--- src/rtl/seq_det_ctrl_if.sv ---
// Word-input handshake between the datapath (master) and the sequence
// detector controller (slave).
interface seq_det_ctrl_if #(
  parameter int WIDTH = 8
);
  logic [WIDTH-1:0] in_data;
  logic             in_valid;
  logic             in_ready;

  modport master (output in_data, output in_valid, input in_ready);
  modport slave  (input in_data, input in_valid, output in_ready);
endinterface

--- src/rtl/seq_det_ctrl.sv ---
// Word-level controller for a bit-serial 1011 detector: shifts accepted words
// MSB-first into the detector and reports match pulses, positions and a count.
module seq_det_ctrl #(
  parameter int WIDTH = 8,
  parameter int CNT_W = 8,
  parameter int POS_W = $clog2(WIDTH)
) (
  input  logic             clk,
  input  logic             rst_n,
  seq_det_ctrl_if.slave    in_if,
  input  logic             clear_i,
  output logic             det_x_o,
  output logic             det_rst_o,
  input  logic             det_z_i,
  output logic             match_pulse_o,
  output logic [POS_W-1:0] match_pos_o,
  output logic [CNT_W-1:0] match_count_o,
  output logic             done_o,
  output logic             busy_o
);

  typedef enum logic [1:0] {IDLE, SHIFT, DONE} state_e;

  localparam logic [POS_W-1:0] LAST_BIT = POS_W'(WIDTH - 1);
  localparam logic [CNT_W-1:0] CNT_MAX  = '1;

  state_e           state_q, state_d;
  logic [WIDTH-1:0] shreg_q, shreg_d;
  logic [POS_W-1:0] bitcnt_q, bitcnt_d;
  logic             pulse_q, pulse_d;
  logic [POS_W-1:0] pos_q, pos_d;
  logic [CNT_W-1:0] count_q, count_d;
  logic             in_ready_c;

  // NOTE: every signal gets a default before the case so no path leaves it
  // unassigned; that is what keeps this block free of inferred latches.
  always_comb begin
    state_d    = state_q;
    shreg_d    = shreg_q;
    bitcnt_d   = bitcnt_q;
    pulse_d    = 1'b0;
    pos_d      = pos_q;
    count_d    = count_q;
    in_ready_c = 1'b0;
    det_rst_o  = 1'b1;
    det_x_o    = 1'b0;
    done_o     = 1'b0;
    busy_o     = 1'b1;

    case (state_q)
      IDLE: begin
        in_ready_c = 1'b1;
        busy_o     = 1'b0;
        if (in_if.in_valid) begin
          shreg_d  = in_if.in_data;
          bitcnt_d = '0;
          state_d  = SHIFT;
        end
      end
      SHIFT: begin
        det_rst_o = 1'b0;
        det_x_o   = shreg_q[WIDTH-1];
        // det_z is Mealy: it reflects the bit being driven in this very cycle.
        if (det_z_i) begin
          pulse_d = 1'b1;
          pos_d   = bitcnt_q;
          if (count_q != CNT_MAX) count_d = count_q + CNT_W'(1);
        end
        shreg_d  = {shreg_q[WIDTH-2:0], 1'b0};
        bitcnt_d = bitcnt_q + POS_W'(1);
        if (bitcnt_q == LAST_BIT) state_d = DONE;
      end
      DONE: begin
        done_o  = 1'b1;
        state_d = IDLE;
      end
      default: state_d = IDLE;
    endcase

    // Clear beats a same-edge increment; pulse and position still report.
    if (clear_i) count_d = '0;
  end

  // NOTE: state registers use non-blocking assignments so every flop samples
  // the pre-edge values, independent of statement order.
  always_ff @(posedge clk or negedge rst_n) begin
    if (!rst_n) begin
      state_q  <= IDLE;
      shreg_q  <= '0;
      bitcnt_q <= '0;
      pulse_q  <= 1'b0;
      pos_q    <= '0;
      count_q  <= '0;
    end else begin
      state_q  <= state_d;
      shreg_q  <= shreg_d;
      bitcnt_q <= bitcnt_d;
      pulse_q  <= pulse_d;
      pos_q    <= pos_d;
      count_q  <= count_d;
    end
  end

  assign in_if.in_ready = in_ready_c;
  assign match_pulse_o  = pulse_q;
  assign match_pos_o    = pos_q;
  assign match_count_o  = count_q;

endmodule

--- src/flat_wrapper.sv ---
// flat-port wrapper written by rule: the top's interface ports become plain ports
module seq_det_ctrl_flat 
#(
  parameter int WIDTH = 8,
  parameter int CNT_W = 8,
  parameter int POS_W = $clog2(WIDTH)
)
  (clk, rst_n, clear_i, det_x_o, det_rst_o, det_z_i, match_pulse_o, match_pos_o, match_count_o, done_o, busy_o, in_if_in_data, in_if_in_valid, in_if_in_ready);
  seq_det_ctrl_if #(.WIDTH(WIDTH)) in_if_i ();
  input  logic clk;
  input  logic rst_n;
  input  logic clear_i;
  output logic det_x_o;
  output logic det_rst_o;
  input  logic det_z_i;
  output logic match_pulse_o;
  output logic [POS_W-1:0] match_pos_o;
  output logic [CNT_W-1:0] match_count_o;
  output logic done_o;
  output logic busy_o;
  input wire logic [$bits(in_if_i.in_data)-1:0] in_if_in_data;
  input wire logic [$bits(in_if_i.in_valid)-1:0] in_if_in_valid;
  output wire logic [$bits(in_if_i.in_ready)-1:0] in_if_in_ready;
  assign in_if_i.in_data = in_if_in_data;
  assign in_if_i.in_valid = in_if_in_valid;
  assign in_if_in_ready = in_if_i.in_ready;
  seq_det_ctrl #(.WIDTH(WIDTH), .CNT_W(CNT_W), .POS_W(POS_W)) u_core (.clk(clk), .rst_n(rst_n), .in_if(in_if_i), .clear_i(clear_i), .det_x_o(det_x_o), .det_rst_o(det_rst_o), .det_z_i(det_z_i), .match_pulse_o(match_pulse_o), .match_pos_o(match_pos_o), .match_count_o(match_count_o), .done_o(done_o), .busy_o(busy_o));
endmodule
--- config.mk ---
export PLATFORM = sky130hd
export DESIGN_NAME = seq_det_ctrl_flat
export DESIGN_NICKNAME = d
export VERILOG_FILES = /design/src/rtl/seq_det_ctrl_if.sv /design/src/rtl/seq_det_ctrl.sv /design/src/flat_wrapper.sv
export SDC_FILE = /design/constraint.sdc
export NUM_CORES = 1
export LEC_CHECK = 0
export CORE_ASPECT_RATIO = 1.25
export CORE_MARGIN = 5
export CORE_UTILIZATION = 35
export CTS_CLUSTER_SIZE = 30
export DETAILED_ROUTE_END_ITERATION = 8
export GPL_ROUTABILITY_DRIVEN = 0
export PLACE_DENSITY = 0.57
export SLEW_MARGIN = 20
export SYNTH_ARGS = -nofsm -noshare
export SYNTH_HDL_FRONTEND = slang
export SYNTH_SLANG_ARGS = --single-unit
--- constraint.sdc ---
create_clock -name clk -period 4.4 [get_ports clk]
set_input_delay 1.32 -clock clk [delete_from_list [all_inputs] [get_ports clk]]
set_output_delay 1.32 -clock clk [all_outputs]
set_load 0.03 [all_outputs]
; After elaboration in Yosys (flattened, before gate mapping)
; Cells that the tools add are included.
[classes]
add_sub_neg = 2
eq_ne = 6
mux = 18
n_reduce_logical = 9
[ops]
columns = cell, count
row1 = $mux W8, 5
row2 = $pmux W8 S2, 1
row3 = $add A8 B1 Y8 const B, 1
row4 = $ne A8 B8 Y1 const B, 1
row5 = $reduce_bool A2 Y1, 4
row6 = $mux W1, 7
row7 = $pmux W3 S2, 1
row8 = $reduce_and A2 Y1, 3
row9 = $mux W2, 2
row10 = $pmux W2 S2, 1
row11 = $add A3 B1 Y3 const B, 1
row12 = $eq A3 B3 Y1 const B, 1
row13 = $mux W3, 1
row14 = $reduce_and A3 Y1, 1
row15 = $eq A2 B1 Y1 const B, 1
row16 = $eq A2 B2 Y1 const B, 1
row17 = $logic_not A2 Y1, 1
row18 = $ne A2 B1 Y1 const B, 1
row19 = $ne A2 B2 Y1 const B, 1
[totals]
regBits = 25
in_bits = 13
output_inout_bits = 17
word_cells = 41

; Longest topological paths before layout
[logic_depth]
ltp_word = 5
depth_mapped = 6
mapped_depth_nobuf = 5

; Least setup slack after synthesis
; OpenSTA, ideal clock, no wires.
[synth_path]
path_type = register to output
startpoint = register u_core.state_q[0]
endpoint = output port det_x_o
arrival_time_ns = 1.228
required_ns = 3.080
path_slack_ns = 1.852
path_stages_with_launch = 4
path_buffers = 1
cell_sequence = dfrtp_1 nor2b_1 clkbuf_1 and2_1
[synth_via]
elab_chain_len = 2
[synth_rtl]
columns = element, line_no
row1 = start: declaration, seq_det_ctrl.sv:27  ; state_e state_q, state_d;
row2 = start signal: assignment, seq_det_ctrl.sv:95  ; state_q <= state_d;
row3 = $eq A2 B1 Y1, seq_det_ctrl.sv:50  ; case (state_q)
row4 = $mux W1, seq_det_ctrl.sv:50
row5 = end: declaration, flat_wrapper.sv:13  ; output logic det_x_o;
; No other way between the ends.

; Worst setup path after layout
; Ends and elaborated chain as after synthesis.

==> impl_metrics.csv <==
group,metric,value,unit
placement,dp.cells,180,
final_layout,fin_cells,184,
drt,vias,982,
floorplan,die_h,77.3,um
logic_synthesis,synthCells,118,
timing,fin_crit,3660,ps
timing,slew_headroom,61.5,%
clock_network,cts_sinks,25,
critical_path,path_max_fanout,15,
critical_path,cp_slowest_cell,"clkdlybuf4s50_1",
drt,via_per_inst,5.34,
logic_synthesis,yosys_warnings,0,
critical_path,crit_type,"reg -> out",
clock_network,post_cts.repair.setup_buffers,0,
critical_path,slowest_delay,670,ps
min_path,hold_class,"reg -> reg",
drt,postRouteAntennaNets,0,
critical_path,crit_arrival,2340,ps
timing,worst_pin_slew,576,ps
clock_network,clock_latency,260,ps
grt,grt_pass1_vias,1033,
logic_synthesis,synth.avg_cell_area,10.7,sq um
power,fin_total_pwr,0.000864,W
floorplan,die_width,63.8,um
timing,fmax,0.273,GHz
timing,finClkSkew,2.50,ps
floorplan,coreArea,0.00348,sq mm
clock_network,clkTransAtPathRegs,80,ps
critical_path,rr_startpoint,"u_core.match_count_o[0]$_DFFE_PN0P_",
clock_network,holdBufCountCts,0,
timing,rsz0062_at_grt,"false",
placement,port_buffers,29,
logic_synthesis,ys_ff_latch,25,
timing,maxSlewViolCount,0,
job,max_cap_viol_count,0,
drt,wl_per_cell,15.0,um
drt,drt_iter0_drc,56,
drt,remaining_drc_errors,0,
critical_path,startpoint_type,"flip-flop",
grt,antenna_found_initial,0,
drt,finalWirelength,2760,um
floorplan,die_area,0.00493,sq mm
timing,fin_crit_sh,83.2,%
critical_path,startpoint,"u_core.state_q[0]$_DFFE_PN0P_",
final_layout,area_delta_synth_final,27.8,%
critical_path,setup.worst_path.end,"det_x_o",
clock_network,cts-root-buf,"clkbuf_8",
clock_network,clock_path_buffers,2,
status,status,"finished, final reports clean",
final_layout,layout.nets,162,
clock_network,ctsResizeCount,0,
clock_network,cts_buffers,3,
logic_synthesis,syn-cell-area,0.00127,sq mm
final_layout,drive_gt1_share,8.97,%
grt,grt_pass1_wl,4840,um
timing,hold_slack,510,ps
clock_network,cts_tree,"done",
critical_path,r2r-end,"u_core.match_count_o[4]$_DFFE_PN0P_",
timing,hold_viol,0,
grt,grt_max_degree,26,
logic_synthesis,ys_seq_area_share,49.4,%
floorplan,top_level_ports,30,
final_layout,fillers,339,
critical_path,crit_required,3080,ps
logic_synthesis,synth_fp_nets,134,
timing,tns,0,ps
floorplan,start_util,36.4,%
logic_synthesis,yosysUniqueCellTypes,31,
final_layout,final_area,0.00162,sq mm
placement,place_hpwl,2040,um
critical_path,cp_cell_sequence,"nor2b_1 -> and2_1 -> clkdlybuf4s50_1",
power,power_density,533,mW/mm^2
timing,setup_violations,0,
final_layout,n_antenna_cell,0,
floorplan,rows,24,
critical_path,reg2regPathDepth,5,
grt,track_usage,12.1,%
clock_network,htree_num_levels,1,
critical_path,endpoint_kind,"output port",
power,peakVddDrop,0.242,mV
drt,first_pass_iters,4,
power,p_leak,0.664,nW
grt,overflow,0,
critical_path,r2r_slack,2650,ps
placement,dpl_cell_area,0.00157,sq mm
==> layout by cell type, fill, tap and decap left out, drive strengths merged <==
cell           count
a22oi              7
xnor2              4
a21oi              9
dfrtp             25
mux2               3
ha                 3
nor2b             11
and3               2
clkdlybuf4s50     28
nand2              4
clkbuf             3
nor2               5
nor3b              2
o21ai              9
clkinv             1
and4b              1
and2               2
mux2i              1
nor3               2
or2                1
nand4              1
a31oi              4
a2111oi            2
nand3b             1
nand3              4
a22o               2
buf                2
o21bai             2
a311oi             1
inv                3
==> critical path: cells and delay by family, from the launching register on <==
family	cells	cell delay, ps
and+or+nand+nor	2	760
DFF	1	650
buffers and inverters	1	670
==> logic make-up (layout without fill, tap and decap cells) <==
group | Yosys count | after routing | share of synthesized area [%]
muxes | 4 | 4 | 3.45
AOI/OAI and AO/OA | 36 | 36 | 20.8
xor gates and xnor gates | 4 | 4 | 2.76
DFF | 25 | 25 | 49.4
buffers and inverters | 10 | 37 | 3.65
and+or+nand+nor | 36 | 36 | 17.0
adders and majority gates | 3 | 3 | 2.96
==> cells in the mapped netlist <==
library cell  count  share of area [%]
dfrtp_1          25                 49
nor2b_1          11                5.4
a21oi_1           9                3.6
a22oi_1           7                4.1
o21ai_0           6                2.4
nor2_1            5                1.5
a31oi_1           4                2.0
clkbuf_1          4                1.2
nand2_1           4                1.2
nand3_1           4                1.6
xnor2_1           4                2.8
ha_1              3                3.0
inv_1             3               0.89
mux2_2            3                2.7
o21ai_1           3                1.2
a2111oi_4         2                4.3
a22o_1            2                1.4
and2_1            2               0.99
and3_1            2               0.99
nor3_1            2               0.79
nor3b_1           2                1.2
o21bai_1          2                1.2
a311oi_1          1               0.69
and4b_1           1               0.79
buf_1             1               0.30
buf_2             1               0.39
buf_6             1               0.89
mux2i_1           1               0.79
nand3b_4          1                1.6
nand4_1           1               0.49
or2_2             1               0.49
==> flip-flops by register name, indices dropped and copies added, names as in the netlist <==
register	cells
u_core.bitcnt_q	3
u_core.shreg_q	8
u_core.match_pulse_o	1
u_core.match_count_o	8
u_core.match_pos_o	3
u_core.state_q	2
==> report_power, final <==
group          switching (W)  internal (W)  leakage (nW)
logic               0.000185      0.000172         0.313
clock network      0.0000694     0.0000632        0.0255
registers          0.0000734      0.000301         0.326
total               0.000328      0.000536         0.664
==> metrics by stage <==
stage | worst slack, ps | util (%)
2_1_floorplan | 1850 | -
3_3_place_gp | 1090 | 45.3
3_5_place_dp | 1040 | 45.2
4_1_cts | 731 | 46.5
5_1_grt | 630 | 46.5
6_report | 740 | 46.5
==> how the worst min path moves through the flow <==
stage | from | to | slack [ps] | cells after the start
after floorplan | u_core.shreg_q[0]$_DFFE_PN0P_ | u_core.shreg_q[0]$_DFFE_PN0P_ | 470 | 2
after global placement | u_core.match_pos_o[0]$_DFFE_PN0P_ | u_core.match_pos_o[0]$_DFFE_PN0P_ | 490 | 1
after detailed placement | u_core.match_pos_o[1]$_DFFE_PN0P_ | u_core.match_pos_o[1]$_DFFE_PN0P_ | 490 | 1
after CTS | u_core.match_pos_o[1]$_DFFE_PN0P_ | u_core.match_pos_o[1]$_DFFE_PN0P_ | 510 | 1
after global routing | u_core.match_pos_o[1]$_DFFE_PN0P_ | u_core.match_pos_o[1]$_DFFE_PN0P_ | 530 | 1
final | u_core.match_pos_o[1]$_DFFE_PN0P_ | u_core.match_pos_o[1]$_DFFE_PN0P_ | 510 | 1
==> cell type report <==
cell class	count	area, sq um	share of cell area, %
tap	39	48.8	3.01
timing repair buffer	30	293	18.1
inverter	3	11.3	0.695
multi-input combinational	83	596	36.8
clock inverter	1	5.00	0.309
clock buffer	3	41.3	2.55
sequential	25	626	38.6
==> metal layers <==
metal / global-route usage (%) / up-vias / part of all wire, % / routed length [um]
li1: - / 477 / - / -
met5: 0 / - / 0 / 0
met4: 4.99 / 0 / 0.76 / 21
met3: 3.22 / 2 / 5.4 / 150
met1: 14.6 / 478 / 44 / 1200
met2: 20.1 / 25 / 50 / 1390
Power figures use the tool's default switching activity.
